===== src/rtl/cycpuf_pkg.sv =====
// Shared types and defaults for the cyclic RO PUF measurement engine.
package cycpuf_pkg;

  typedef enum logic [2:0] {IDLE, SETTLE, MEASURE, COMPARE, DONE} state_t;

  localparam int DEF_CNT_W      = 16;
  localparam int DEF_SETTLE_CYC = 16;
  localparam int DEF_WINDOW     = 1024;
  localparam int TMV_ROUNDS     = 3;

  function automatic logic maj3(input logic [2:0] v);
    return (v[0] & v[1]) | (v[0] & v[2]) | (v[1] & v[2]);
  endfunction

endpackage


===== src/rtl/cycpuf_edge_counter.sv =====
// One RO channel: 2-FF synchroniser, rising-edge detect, saturating counter.
module cycpuf_edge_counter #(
  parameter int CNT_W = 16
) (
  input  logic             clk,
  input  logic             reset,
  input  logic             ro,
  input  logic             clr,
  input  logic             en,
  output logic [CNT_W-1:0] cnt,
  output logic             sat
);

  // [1:0] synchroniser stages, [2] previous synchronised sample
  logic [2:0] sync;
  logic       rise;

  assign rise = sync[1] & ~sync[2];

  always_ff @(posedge clk or posedge reset) begin
    if (reset) begin
      sync <= '0;
      cnt  <= '0;
      sat  <= 1'b0;
    end else begin
      sync <= {sync[1:0], ro};
      if (clr) begin
        cnt <= '0;
        sat <= 1'b0;
      end else if (en && rise) begin
        // an edge arriving at full scale is lost, so flag the count as clipped
        if (&cnt) sat <= 1'b1;
        else      cnt <= cnt + 1'b1;
      end
    end
  end

endmodule


===== src/rtl/cycpuf_eval_engine.sv =====
// Parametrised cyclic RO PUF evaluation engine with valid/ready response.
// Optional triple-round majority voting: define CYCPUF_TMV_EN.
module cycpuf_eval_engine import cycpuf_pkg::*; #(
  parameter int NUM_BITS   = 4,
  parameter int SEL_W      = 1,
  parameter int CNT_W      = DEF_CNT_W,
  parameter int SETTLE_CYC = DEF_SETTLE_CYC,
  parameter int WINDOW     = DEF_WINDOW
) (
  input  logic                            clk,
  input  logic                            reset,
  input  logic                            start,
  input  logic [2*SEL_W-1:0]              chal,
  input  logic [NUM_BITS*2*(2**SEL_W)-1:0] ro_in,
  output logic                            ro_en,
  output logic                            busy,
  output logic [NUM_BITS-1:0]             resp,
  output logic                            resp_valid,
  input  logic                            resp_ready,
  output logic [NUM_BITS-1:0]             tie,
  output logic                            sat
);

  localparam int NRO = 2**SEL_W;
  localparam int TW  = $clog2((SETTLE_CYC > WINDOW ? SETTLE_CYC : WINDOW) + 1);

  state_t                           state;
  logic [TW-1:0]                    timer;
  logic [2*SEL_W-1:0]               chal_q;
  logic [NUM_BITS-1:0][CNT_W-1:0]   cnt_a, cnt_b;
  logic [NUM_BITS-1:0]              sat_a, sat_b, gt, eq;
  logic                             cnt_en, cnt_clr, cnt_sat, last_round;

`ifdef CYCPUF_TMV_EN
  localparam int NROUNDS = TMV_ROUNDS;
  logic [1:0]                       round;
  logic [1:0][NUM_BITS-1:0]         votes;
  logic [NUM_BITS-1:0]              tie_acc;
  logic                             sat_acc;
  assign last_round = (round == 2'(NROUNDS-1));
`else
  assign last_round = 1'b1;
`endif

  assign cnt_en  = (state == MEASURE);
  assign cnt_clr = (state == IDLE) || (state == COMPARE);
  assign cnt_sat = |{sat_a, sat_b};

  for (genvar i = 0; i < NUM_BITS; i++) begin : g_bit
    logic [NRO-1:0]   grp_a, grp_b;
    logic [SEL_W-1:0] sel_a, sel_b;
    assign grp_a = ro_in[i*2*NRO +: NRO];
    assign grp_b = ro_in[i*2*NRO+NRO +: NRO];
    // odd bits take the challenge halves crosswise
    if (i % 2 == 0) begin : g_even
      assign sel_a = chal_q[SEL_W-1:0];
      assign sel_b = chal_q[2*SEL_W-1:SEL_W];
    end else begin : g_odd
      assign sel_a = chal_q[2*SEL_W-1:SEL_W];
      assign sel_b = chal_q[SEL_W-1:0];
    end
    cycpuf_edge_counter #(.CNT_W(CNT_W)) u_cnt_a (
      .clk(clk), .reset(reset), .ro(grp_a[sel_a]), .clr(cnt_clr), .en(cnt_en),
      .cnt(cnt_a[i]), .sat(sat_a[i]));
    cycpuf_edge_counter #(.CNT_W(CNT_W)) u_cnt_b (
      .clk(clk), .reset(reset), .ro(grp_b[sel_b]), .clr(cnt_clr), .en(cnt_en),
      .cnt(cnt_b[i]), .sat(sat_b[i]));
  end

  always_comb begin
    gt = '0;
    eq = '0;
    for (int i = 0; i < NUM_BITS; i++) begin
      gt[i] = cnt_a[i] > cnt_b[i];
      eq[i] = cnt_a[i] == cnt_b[i];
    end
  end

  always_ff @(posedge clk or posedge reset) begin
    if (reset) begin
      state      <= IDLE;
      timer      <= '0;
      chal_q     <= '0;
      ro_en      <= 1'b0;
      busy       <= 1'b0;
      resp       <= '0;
      resp_valid <= 1'b0;
      tie        <= '0;
      sat        <= 1'b0;
`ifdef CYCPUF_TMV_EN
      round      <= '0;
      votes      <= '0;
      tie_acc    <= '0;
      sat_acc    <= 1'b0;
`endif
    end else begin
      case (state)
        IDLE: if (start) begin
          chal_q <= chal;
          busy   <= 1'b1;
          // first settle gets one extra cycle: the bank only starts after ro_en rises
          timer  <= TW'(SETTLE_CYC);
          state  <= SETTLE;
`ifdef CYCPUF_TMV_EN
          round   <= '0;
          tie_acc <= '0;
          sat_acc <= 1'b0;
`endif
        end
        SETTLE: begin
          ro_en <= 1'b1;
          if (timer == '0) begin
            timer <= TW'(WINDOW-1);
            state <= MEASURE;
          end else begin
            timer <= timer - 1'b1;
          end
        end
        MEASURE: begin
          if (timer == '0) begin
            if (last_round) ro_en <= 1'b0;
            state <= COMPARE;
          end else begin
            timer <= timer - 1'b1;
          end
        end
        COMPARE: begin
`ifdef CYCPUF_TMV_EN
          if (!last_round) begin
            votes[round[0]] <= gt;
            tie_acc         <= tie_acc | eq;
            sat_acc         <= sat_acc | cnt_sat;
            round           <= round + 1'b1;
            timer           <= TW'(SETTLE_CYC-1);
            state           <= SETTLE;
          end else begin
            for (int i = 0; i < NUM_BITS; i++)
              resp[i] <= maj3({gt[i], votes[1][i], votes[0][i]});
            tie        <= tie_acc | eq;
            sat        <= sat_acc | cnt_sat;
            resp_valid <= 1'b1;
            state      <= DONE;
          end
`else
          resp       <= gt;
          tie        <= eq;
          sat        <= cnt_sat;
          resp_valid <= 1'b1;
          state      <= DONE;
`endif
        end
        DONE: if (resp_ready) begin
          resp_valid <= 1'b0;
          busy       <= 1'b0;
          state      <= IDLE;
        end
        default: state <= IDLE;
      endcase
    end
  end

endmodule


===== config.mk =====
export PLATFORM = sky130hd
export DESIGN_NAME = cycpuf_eval_engine
export DESIGN_NICKNAME = d
export VERILOG_FILES = /design/src/rtl/cycpuf_pkg.sv /design/src/rtl/cycpuf_edge_counter.sv /design/src/rtl/cycpuf_eval_engine.sv
export SDC_FILE = /design/constraint.sdc
export NUM_CORES = 1
export LEC_CHECK = 0
export ABC_AREA = 1
export CORE_MARGIN = 8
export CORE_UTILIZATION = 55
export DETAILED_ROUTE_END_ITERATION = 10
export GPL_TIMING_DRIVEN = 0
export MAX_ROUTING_LAYER = met4
export PLACE_DENSITY = 0.72
export SLEW_MARGIN = 40
export SYNTH_ARGS = -nofsm -noshare
export SYNTH_HDL_FRONTEND = slang
export SYNTH_SLANG_ARGS = --single-unit

===== constraint.sdc =====
create_clock -name clk -period 6.18 [get_ports clk]
set_input_delay 0.618 -clock clk [delete_from_list [all_inputs] [get_ports clk]]
set_output_delay 0.618 -clock clk [all_outputs]
set_load 0.02 [all_outputs]

# Word-level counts from Yosys, hierarchy flattened
# Index checks and enable logic that the tools add are counted.
# totals
wordCells	226
out_inout_bits	12
ff_bits	188
# op_classes
eq_ne	21
bitwise	16
n_mux	79
add_sub_neg	9
n_reduce_logical	62
n_lt_le_gt_ge	6
# ops
op	count
two-way mux 16 bit	24
adder 16 x 1 -> 16 bit, second input constant	8
AND reduction 16 bit	8
== test 16 bit	4
> comparator 16 bit	4
two-way mux 1 bit	43
AND reduction 2 bit	19
nonzero test 2 bit	19
two-way mux 11 bit	3
one-hot mux 11 bit (3 select lines)	1
inequality test 2 bit, second input constant	13
one-hot mux 3 bit (5 select lines)	1
two-way mux 3 bit	4
zero test 11 bit	1
subtractor 11 x 1 -> 11 bit, second input constant	1
AND 1 bit	8
logical AND 1 bit	8
inverter 1 bit	8
OR reduction 8 bit	1
== test 3 x 2 -> 1 bit, second input constant	2
one-hot mux 1 bit (2 select lines)	3
AND reduction 3 bit	2
less-than comparator 1 x 2 -> 1 bit, second input constant	2
AND reduction 4 bit	1
5 further kinds	5

# Logic depth before layout (Yosys ltp)
# Gate-level depths: netlist of run 1.
# depth
depth_word	5
mapped_depth	13
ltp_nobuf	13

# Hierarchy
# Synthesis of run 1 repeated with hierarchy kept, for this count alone.
# unflattened
cells_unflattened	1802
area_unflattened_um2	12674.7
# modules_own_cells
module	cells_per_inst	area_each_um2	instances	seq_area_each_um2
cycpuf_edge_counter	164	1172.4	8	500.5
cycpuf_eval_engine	490	3295.7	1	700.7

# Worst setup path after synthesis of run 1
# No wires, ideal clock.
# synth_timing
kind	register to register
start	register g_bit[0].u_cnt_b.cnt[0]
end	register g_bit[0].u_cnt_b.cnt[15]
setup_slack_ps	4482
t_required_ps	6097
stages_incl_launch_ff	11
setup_time_ps	83
arrival_time_ps	1616
cell_sequence	dfrtp_1 ha_1 nand2_1 nor2_1 nand2_1 nor2_1 nand2_2 o21ai_2 buf_4 nand2_1 o21ai_0
# synth_via
elab_chain_cells	4
elab_cells_between_ends	7
# synth_lines
element	line	rtl
start, declared	cycpuf_edge_counter.sv:10	output logic [CNT_W-1:0] cnt,
start signal, assigned	cycpuf_edge_counter.sv:33	else cnt <= cnt + 1'b1;
adder 16 x 1 -> 16 bit	cycpuf_edge_counter.sv:33	
two-way mux 16 bit	cycpuf_edge_counter.sv:32	if (&cnt) sat <= 1'b1;
two-way mux 16 bit	cycpuf_edge_counter.sv:30	end else if (en && rise) begin
two-way mux 16 bit	cycpuf_edge_counter.sv:27	if (clr) begin
# Several ways; a longest one is shown, not always the timed one. The select of a mux whose other input is x is not followed.
# A chain may end at the register's enable or synchronous reset.

# Final worst setup path of run 1
# layout_timing
start	register g_bit[1].u_cnt_a.cnt[1]
end	register g_bit[1].u_cnt_a.cnt[15]
# layout_via
elab_chain_cells	4
elab_cells_between_ends	7
# layout_lines
element	line
start, declared	cycpuf_edge_counter.sv:10
start signal, assigned	cycpuf_edge_counter.sv:33
adder 16 x 1 -> 16 bit	cycpuf_edge_counter.sv:33
two-way mux 16 bit	cycpuf_edge_counter.sv:32
two-way mux 16 bit	cycpuf_edge_counter.sv:30
two-way mux 16 bit	cycpuf_edge_counter.sv:27
# Several ways; a longest one is shown, not always the timed one. The select of a mux whose other input is x is not followed.

==> results of run 1 <==
-- layout by cell type (no fill, tap or decap), drive strengths merged, types with 40 or more instances in the layout --
| master | instances |
|---|---|
| ha | 74 |
| nand4 | 54 |
| nor2 | 206 |
| o21ai | 142 |
| a21oi | 40 |
| inv | 184 |
| nand2 | 532 |
| xor2 | 44 |
| dfrtp | 188 |
| nand3 | 151 |
-- worst max path at each step --
stage	startpoint	depth (start not counted)	slack (ns)	to
floorplan	reset	1	0.45	busy
global placement	reset	2	-2.19	g_bit[0].u_cnt_a.cnt[0]
detailed placement	start	8	3.88	timer[0]
CTS	g_bit[1].u_cnt_a.cnt[1]	10	3.94	g_bit[1].u_cnt_a.cnt[15]
global route	g_bit[0].u_cnt_b.cnt[0]	10	3.78	g_bit[0].u_cnt_b.cnt[11]
finish	g_bit[1].u_cnt_a.cnt[1]	10	3.97	g_bit[1].u_cnt_a.cnt[15]
-- cell type report --
cell class,instances,area (um2)
fill,1989,8240
multi-input combinational,1304,6610
clock inverter,13,146
inverter,177,672
sequential,188,4700
tap,280,350
clock buffer,19,443
buffer,39,267
timing repair buffer,35,385
-- kinds of logic (layout without fill, tap and decap cells) --
| family | Yosys count | count (layout) |
|---|---|---|
| compound gates | 195 | 195 |
| xor+xnor | 44 | 44 |
| fa+ha+maj | 74 | 74 |
| buf+inv | 216 | 283 |
| flops | 188 | 188 |
| mux | 10 | 10 |
| simple gates | 981 | 981 |
-- synth_stat cells (all sizes together) --
| cell | n | area [um2] |
|---|---|---|
| o211ai | 1 | 7.51 |
| nor4 | 3 | 18.8 |
| nor3b | 3 | 22.5 |
| nand2 | 532 | 2010 |
| or2 | 3 | 18.8 |
| nand3b | 5 | 37.5 |
| nand3 | 151 | 768 |
| a21oi | 40 | 204 |
| buf | 37 | 258 |
| and2 | 12 | 75.1 |
| clkbuf | 2 | 7.51 |
| ha | 74 | 926 |
| nor2 | 206 | 811 |
| mux2 | 10 | 113 |
| nand4 | 54 | 338 |
| xor2 | 44 | 385 |
| a21o | 2 | 15.0 |
| inv | 177 | 664 |
| dfrtp | 188 | 4700 |
| nor3 | 12 | 60.1 |
| o21bai | 10 | 75.1 |
| o21ai | 142 | 726 |
-- routing by layer --
layer  global-route usage, %  share of wire (%)
met4                    7.62                2.1
met2                    39.4                 47
met3                    3.62                4.6
met5                       -                  0
met1                    31.6                 46
-- power by group --
part / switching (uW) / internal, uW / leakage (uW)
combinational: 1730 / 741 / 0.00360
clock: 537 / 586 / 0.000288
sequential: 172 / 1440 / 0.00250
-- through the flow --
| step | hold WS (ns) | cells | total power, uW |
|---|---|---|---|
| finish | 0.349 | 2055 | 5210 |
| global route | 0.361 | 2055 | 5550 |
| CTS | 0.351 | 2055 | 5220 |
| detailed placement | 0.335 | 2023 | 4090 |
| global placement | 0.335 | 2021 | 4030 |
| floorplan | 0.331 | 1708 | 3230 |
-- flip-flops by register name, summed over array words and instances (netlist names) --
name and count:
g_bit.u_cnt_a.cnt 64, g_bit.u_cnt_b.cnt 64, g_bit.u_cnt_a.sync 12, g_bit.u_cnt_b.sync 12, timer 11, g_bit.u_cnt_a.sat 4
g_bit.u_cnt_b.sat 4, resp 4, tie 4, state 3, chal_q 2, busy 1
resp_valid 1, ro_en 1, sat 1
-- critical path: cells and delay by family (launching register included) --
kind / cells / cell delay (ns)
compound gates: 1 / 0.08
fa+ha+maj: 1 / 0.22
buf+inv: 1 / 0.27
flops: 1 / 0.41
simple gates: 7 / 1.15
==> metrics.txt, run 1 <==
# TYPE chip_impl_metric gauge
chip_impl_metric{name="place_ws",unit="ns"} 3.88
chip_impl_metric{name="synth_compound_area_share",unit="%"} 8.39
chip_impl_metric{name="layout.cell_area.non_filler",unit="mm2"} 0.0136
chip_impl_metric{name="layout_skew",unit="ns"} 0.0127
chip_impl_metric{name="worst-endpoint-arrival",unit="ns"} 2.58
chip_impl_metric{name="final.setup.tns",unit="ns"} 0
chip_impl_info{name="worst_setup_path_category",value="reg2reg"} 1
chip_impl_metric{name="cap_viol_max_count",unit=""} 0
chip_impl_metric{name="wirelength",unit="um"} 31500
chip_impl_info{name="critical_path.reg2reg.startpoint",value="g_bit[1].u_cnt_a.cnt[1]"} 1
chip_impl_metric{name="groute.usage.overall",unit="%"} 24.5
chip_impl_metric{name="initial_utilization",unit="%"} 56.1
chip_impl_metric{name="min_delay_path_depth",unit=""} 0
chip_impl_info{name="hold_start",value="g_bit[0].u_cnt_b.sync[0]"} 1
chip_impl_metric{name="synthCells",unit=""} 1708
chip_impl_metric{name="synth.area.mux_share",unit="%"} 0.919
chip_impl_metric{name="antenna_found_initial",unit=""} 0
chip_impl_metric{name="cts_post_setup_buffers_inserted",unit=""} 0
chip_impl_info{name="cp-start-kind",value="register"} 1
chip_impl_metric{name="mappedNetlistArea",unit="mm2"} 0.0122
chip_impl_metric{name="mean_number_of_vias_per_cell",unit=""} 5.47
chip_impl_metric{name="fp.dieW",unit="um"} 165
chip_impl_metric{name="first_global_vias",unit=""} 10602
chip_impl_metric{name="power.ir.vdd_worst",unit="mV"} 0.329
chip_impl_metric{name="diodes",unit=""} 0
chip_impl_metric{name="syn_avg_cell_area",unit="um2"} 7.17
chip_impl_metric{name="path_clk_slew",unit="ns"} 0.08
chip_impl_metric{name="period_needed",unit="ns"} 2.21
chip_impl_info{name="endpoint_of_the_most_critical_register_to_register_path",value="g_bit[1].u_cnt_a.cnt[15]"} 1
chip_impl_metric{name="clock.fmax",unit="GHz"} 0.452
chip_impl_metric{name="period_share",unit="%"} 35.8
chip_impl_info{name="cpMaxStageDelayCell",value="sky130_fd_sc_hd__dfrtp_1"} 1
chip_impl_info{name="timing.critical_path.cells",value="ha_1, nand2_1, nor2_1, nand2_1, nor2_1, nor2_1, nor2_1, buf_2, nand2_1, o21ai_1"} 1
chip_impl_info{name="dominant_combinational_cell_family_by_area_after_synthesis",value="simple AND/OR/NAND/NOR gates"} 1
chip_impl_metric{name="global_route.overflow_total",unit=""} 0
chip_impl_metric{name="worst_path_max_fanout",unit=""} 10
chip_impl_metric{name="pwr_density_cell",unit="mW/mm2"} 384
chip_impl_metric{name="routed-via-count",unit=""} 11245
chip_impl_metric{name="p_leak",unit="uW"} 0.00638
chip_impl_metric{name="wire_per_inst",unit="um"} 15.3
chip_impl_info{name="run_status",value="complete, no violations"} 1
chip_impl_metric{name="fraction_of_layout_instances_using_a_drive_strength_above_1",unit="%"} 5.86
chip_impl_info{name="grt_setup_unrepaired",value="false"} 1
chip_impl_metric{name="reg2reg_depth",unit=""} 10
chip_impl_metric{name="dpl.hpwl",unit="um"} 23100
chip_impl_metric{name="synth-simple-area-share",unit="%"} 34.0
chip_impl_metric{name="seq_area_frac_synth",unit="%"} 38.4
chip_impl_metric{name="die_area",unit="mm2"} 0.0273
chip_impl_metric{name="slew_headroom",unit="%"} 53.0
chip_impl_metric{name="ff2ff_setup_slack",unit="ns"} 3.97
chip_impl_metric{name="synth-adder-area-share",unit="%"} 7.56
chip_impl_metric{name="worstMarginPinSlew",unit="ns"} 0.705
chip_impl_info{name="cts_tree",value="yes"} 1
chip_impl_metric{name="timing_hold_violations_final",unit=""} 0
chip_impl_metric{name="tritoncts.num_buffers",unit=""} 17
chip_impl_metric{name="syn2layout_area_growth",unit="%"} 10.9
chip_impl_metric{name="timing.final.ws_setup",unit="ns"} 3.97
chip_impl_metric{name="timing.final.setup_violations",unit=""} 0
chip_impl_metric{name="crit_path_max_incr_delay",unit="ns"} 0.41
chip_impl_metric{name="drc_violations_left",unit=""} 0
chip_impl_metric{name="synth_seq_cells",unit=""} 188
chip_impl_info{name="ctsRootBufferMaster",value="sky130_fd_sc_hd__clkbuf_16"} 1
chip_impl_metric{name="grt_max_degree",unit=""} 73
chip_impl_metric{name="num-nets-final",unit=""} 1858
chip_impl_info{name="hold_class",value="reg2reg"} 1
chip_impl_metric{name="drt_first_iter_violations",unit=""} 843
chip_impl_metric{name="drtAntennaViolNets",unit=""} 0
chip_impl_metric{name="fp-row-count",unit=""} 54
chip_impl_metric{name="clock_insertion_delay_worst_skew",unit="ns"} 0.45
chip_impl_metric{name="port-buffer-count",unit=""} 33
chip_impl_metric{name="worstPathRequired",unit="ns"} 6.55
chip_impl_metric{name="utilization",unit="%"} 62.2
chip_impl_metric{name="floorplan.core_area",unit="mm2"} 0.0218
chip_impl_info{name="setup.worst_path.end_class",value="register"} 1
chip_impl_metric{name="timing_max_transition_violations_final",unit=""} 0
chip_impl_metric{name="cts_repair_resize_count",unit=""} 0
chip_impl_metric{name="yosys_warnings",unit=""} 0
chip_impl_info{name="min_to",value="g_bit[0].u_cnt_b.sync[1]"} 1
chip_impl_metric{name="clock_sinks",unit=""} 188
chip_impl_metric{name="syn_nets",unit=""} 1804
chip_impl_metric{name="synthXorXnorAreaFrac",unit="%"} 3.15
chip_impl_metric{name="ctsHtreeMaxLevel",unit=""} 4
chip_impl_metric{name="ys_types",unit=""} 35
chip_impl_metric{name="grt_first_pass_wirelength",unit="um"} 52000
chip_impl_metric{name="holdBufCountCts",unit=""} 0
chip_impl_info{name="critical-path-top-cell-by-count",value="sky130_fd_sc_hd__nor2_1"} 1
chip_impl_metric{name="first_pass_iters",unit=""} 7
chip_impl_metric{name="die_height",unit="um"} 165
chip_impl_metric{name="number_of_top_level_design_ports",unit=""} 34
chip_impl_metric{name="buffer_depth_of_the_longest_clock_path",unit=""} 2
chip_impl_metric{name="placed_area",unit="mm2"} 0.0130
chip_impl_metric{name="gp_congestion",unit=""} 0.919
No activity file was read; power rests on OpenSTA's default activity.
==> inputs of run 2 (changes only) <==
--- a/config.mk
+++ b/config.mk
@@ -11,7 +11,7 @@
 export DETAILED_ROUTE_END_ITERATION = 10
 export GPL_TIMING_DRIVEN = 0
 export MAX_ROUTING_LAYER = met4
-export PLACE_DENSITY = 0.72
+export PLACE_DENSITY = 0.75
 export SLEW_MARGIN = 40
 export SYNTH_ARGS = -nofsm -noshare
 export SYNTH_HDL_FRONTEND = slang
==> constraint.sdc (replaced) <==
create_clock -name clk -period 2 [get_ports clk]
set_input_delay 0.2 -clock clk [delete_from_list [all_inputs] [get_ports clk]]
set_output_delay 0.2 -clock clk [all_outputs]
set_load 0.02 [all_outputs]
==> run 2 against run 1 <==
Wire length increased by 3.7%. Hold slack got worse by 0.33 ns. Fmax increased by 14%. Non-clock buffer count increased by 21.
==> metrics.txt, run 2 (same netlist as run 1, synthesis figures left out) <==
# TYPE chip_impl_metric gauge
chip_impl_metric{name="antenna_found_initial",unit=""} 0
chip_impl_metric{name="timing_hold_violations_final",unit=""} 0
chip_impl_metric{name="wirelength",unit="um"} 32600
chip_impl_metric{name="die_height",unit="um"} 165
chip_impl_metric{name="clock.fmax",unit="GHz"} 0.514
chip_impl_metric{name="buffer_depth_of_the_longest_clock_path",unit=""} 2
chip_impl_info{name="worst_setup_path_category",value="reg2reg"} 1
chip_impl_metric{name="place_ws",unit="ns"} -0.252
chip_impl_metric{name="layout_skew",unit="ns"} 0.0151
chip_impl_metric{name="timing.hold.ws",unit="ns"} 0.0217
chip_impl_metric{name="power.ir.vdd_worst",unit="mV"} 0.795
chip_impl_metric{name="path_clk_slew",unit="ns"} 0.08
chip_impl_metric{name="pwr_density_cell",unit="mW/mm2"} 1190
chip_impl_metric{name="fraction_of_layout_instances_using_a_drive_strength_above_1",unit="%"} 8.91
chip_impl_info{name="cp-start-kind",value="register"} 1
chip_impl_metric{name="holdBufCountCts",unit=""} 0
chip_impl_metric{name="timing_max_transition_violations_final",unit=""} 0
chip_impl_metric{name="floorplan.core_area",unit="mm2"} 0.0218
chip_impl_metric{name="wire_per_inst",unit="um"} 15.7
chip_impl_metric{name="worstPathRequired",unit="ns"} 2.34
chip_impl_metric{name="timing.final.setup_violations",unit=""} 0
chip_impl_metric{name="drc_violations_left",unit=""} 0
chip_impl_metric{name="period_share",unit="%"} 97.2
chip_impl_info{name="run_status",value="complete, no violations"} 1
chip_impl_metric{name="diodes",unit=""} 0
chip_impl_metric{name="clock_insertion_delay_worst_skew",unit="ns"} 0.44
chip_impl_metric{name="ff2ff_setup_slack",unit="ns"} 0.06
chip_impl_metric{name="cell_internal_power",unit="uW"} 8900
chip_impl_metric{name="combinational_power_share",unit="%"} 49.1
chip_impl_metric{name="first_pass_iters",unit=""} 7
chip_impl_metric{name="groute.usage.overall",unit="%"} 25.2
chip_impl_info{name="hold_class",value="in2async"} 1
chip_impl_metric{name="power.share.sequential",unit="%"} 30.0
chip_impl_info{name="grt_setup_unrepaired",value="true"} 1
chip_impl_metric{name="die_area",unit="mm2"} 0.0273
chip_impl_info{name="cts_tree",value="yes"} 1
chip_impl_metric{name="tritoncts.num_buffers",unit=""} 17
chip_impl_info{name="mostFrequentLayoutCell",value="sky130_fd_sc_hd__nand2_1"} 1
chip_impl_metric{name="initial_utilization",unit="%"} 56.1
chip_impl_metric{name="drt_first_iter_violations",unit=""} 1146
chip_impl_metric{name="mean_number_of_vias_per_cell",unit=""} 5.56
chip_impl_metric{name="fp-row-count",unit=""} 54
chip_impl_info{name="ctsRootBufferMaster",value="sky130_fd_sc_hd__clkbuf_16"} 1
chip_impl_info{name="setup.worst_path.end_class",value="register"} 1
chip_impl_metric{name="syn2layout_area_growth",unit="%"} 14.6
chip_impl_metric{name="port-buffer-count",unit=""} 33
chip_impl_metric{name="switching_power_total",unit="uW"} 7790
chip_impl_metric{name="worstMarginPinSlew",unit="ns"} 0.522
chip_impl_metric{name="p_total",unit="uW"} 16700
chip_impl_metric{name="ctsHtreeMaxLevel",unit=""} 4
chip_impl_metric{name="grt_first_pass_wirelength",unit="um"} 53500
chip_impl_metric{name="clock_sinks",unit=""} 188
chip_impl_metric{name="number_of_top_level_design_ports",unit=""} 34
chip_impl_metric{name="grt_max_degree",unit=""} 25
chip_impl_metric{name="timing.final.ws_setup",unit="ns"} 0.0560
chip_impl_metric{name="num-nets-final",unit=""} 1879
chip_impl_metric{name="power_switching_share",unit="%"} 46.7
chip_impl_metric{name="cap_viol_max_count",unit=""} 0
chip_impl_metric{name="dpl.hpwl",unit="um"} 23900
chip_impl_metric{name="worst_path_max_fanout",unit=""} 10
chip_impl_metric{name="clkPwrFrac",unit="%"} 20.9
chip_impl_metric{name="period_needed",unit="ns"} 1.94
chip_impl_metric{name="first_global_vias",unit=""} 10896
chip_impl_metric{name="p_leak",unit="uW"} 0.00652
chip_impl_metric{name="fp.dieW",unit="um"} 165
chip_impl_info{name="most-common-layout-cells",value="sky130_fd_sc_hd__nand2_1, sky130_fd_sc_hd__nor2_1, sky130_fd_sc_hd__dfrtp_1"} 1
chip_impl_metric{name="slew_headroom",unit="%"} 65.0
chip_impl_metric{name="drtAntennaViolNets",unit=""} 0
chip_impl_metric{name="global_route.overflow_total",unit=""} 0
chip_impl_metric{name="gp_congestion",unit=""} 0.924
chip_impl_metric{name="routed-via-count",unit=""} 11540
chip_impl_metric{name="worst-endpoint-arrival",unit="ns"} 2.29
chip_impl_info{name="largestRegisters",value="g_bit.u_cnt_a.cnt (64), g_bit.u_cnt_b.cnt (64)"} 1
-- run 2: cell types whose count changed in the layout (fill, tap and decap cells not counted), moves of 6 or more --
cell	previous run	this run
sky130_fd_sc_hd__buf_4	17	32
sky130_fd_sc_hd__nor2_1	199	185
sky130_fd_sc_hd__nor2_2	3	11
sky130_fd_sc_hd__buf_2	14	7
sky130_fd_sc_hd__nor2_4	4	10
-- run 2: power groups by stage --
| stage | logic, uW | registers, uW | clock network [uW] |
|---|---|---|---|
| global route | 8900 | 5090 | 3680 |
| global placement | 7400 | 5050 | 0 |
| floorplan | 4940 | 5040 | 0 |
| detailed placement | 7640 | 5070 | 0 |
| finish | 8190 | 5010 | 3490 |
| CTS | 7800 | 5010 | 3530 |
-- run 2: path summary, 6_finish.rpt --
path	from	to	cells past startpoint
worst max-delay path	state[1]	g_bit[3].u_cnt_a.cnt[4]	10
worst min register to register	g_bit[0].u_cnt_b.sync[0]	g_bit[0].u_cnt_b.sync[1]	0
min in group clk	g_bit[0].u_cnt_b.sync[0]	g_bit[0].u_cnt_b.sync[1]	0
max in group asynchronous	reset	g_bit[2].u_cnt_b.cnt[0]	5
worst min-delay path	reset	g_bit[3].u_cnt_a.sync[0]	2
worst max register to register	state[1]	g_bit[3].u_cnt_a.cnt[4]	10
-- run 2: layout make-up --
cell class	count	area, um2
Inverter	177	671
Multi-Input combinational cell	1304	6750
Fill cell	1889	7790
Clock inverter	15	174
Buffer	39	300
Clock buffer	17	425
Tap cell	280	350
Timing Repair Buffer	56	653
Sequential cell	188	4710
-- run 2: stage by stage --
stage	TNS, ns	cell area (um2)	cells	util, %
6_report	0	14000	2076	64.3
3_5_place_dp	-6.26	13200	2030	60.3
4_1_cts	0	13800	2064	63.4
5_1_grt	-0.424	14000	2076	64.3
3_3_place_gp	-417.34	12900	2021	59.3
2_1_floorplan	-116.65	12300	1708	-
-- run 2: layer usage --
| layer | routed length [um] | up-vias | track usage [%] | part of all wire [%] |
|---|---|---|---|---|
| li1 | - | 5699 | - | - |
| met1 | 14400 | 5391 | 32.2 | 44 |
| met2 | 15700 | 380 | 40.9 | 48 |
| met3 | 1690 | 70 | 3.20 | 5.2 |
| met4 | 850 | 0 | 8.15 | 2.6 |
| met5 | 0 | - | - | 0 |
-- run 2: worst max-delay path, cell delays in order, from the launching register on --
cell	delay (ns)
sky130_fd_sc_hd__dfrtp_1	0.33
sky130_fd_sc_hd__clkbuf_4	0.18
sky130_fd_sc_hd__inv_1	0.10
sky130_fd_sc_hd__nand2_2	0.13
sky130_fd_sc_hd__nand2_8	0.10
sky130_fd_sc_hd__inv_2	0.11
sky130_fd_sc_hd__buf_6	0.16
sky130_fd_sc_hd__buf_4	0.24
sky130_fd_sc_hd__buf_4	0.24
sky130_fd_sc_hd__nand4_1	0.11
sky130_fd_sc_hd__o21ai_0	0.13
-- run 2: what timing repair did --
action                     4_1_cts  5_1_grt
pin swaps                        0        3
setup buffers                    2       12
resized for setup               22       36
setup endpoints to repair      107      118
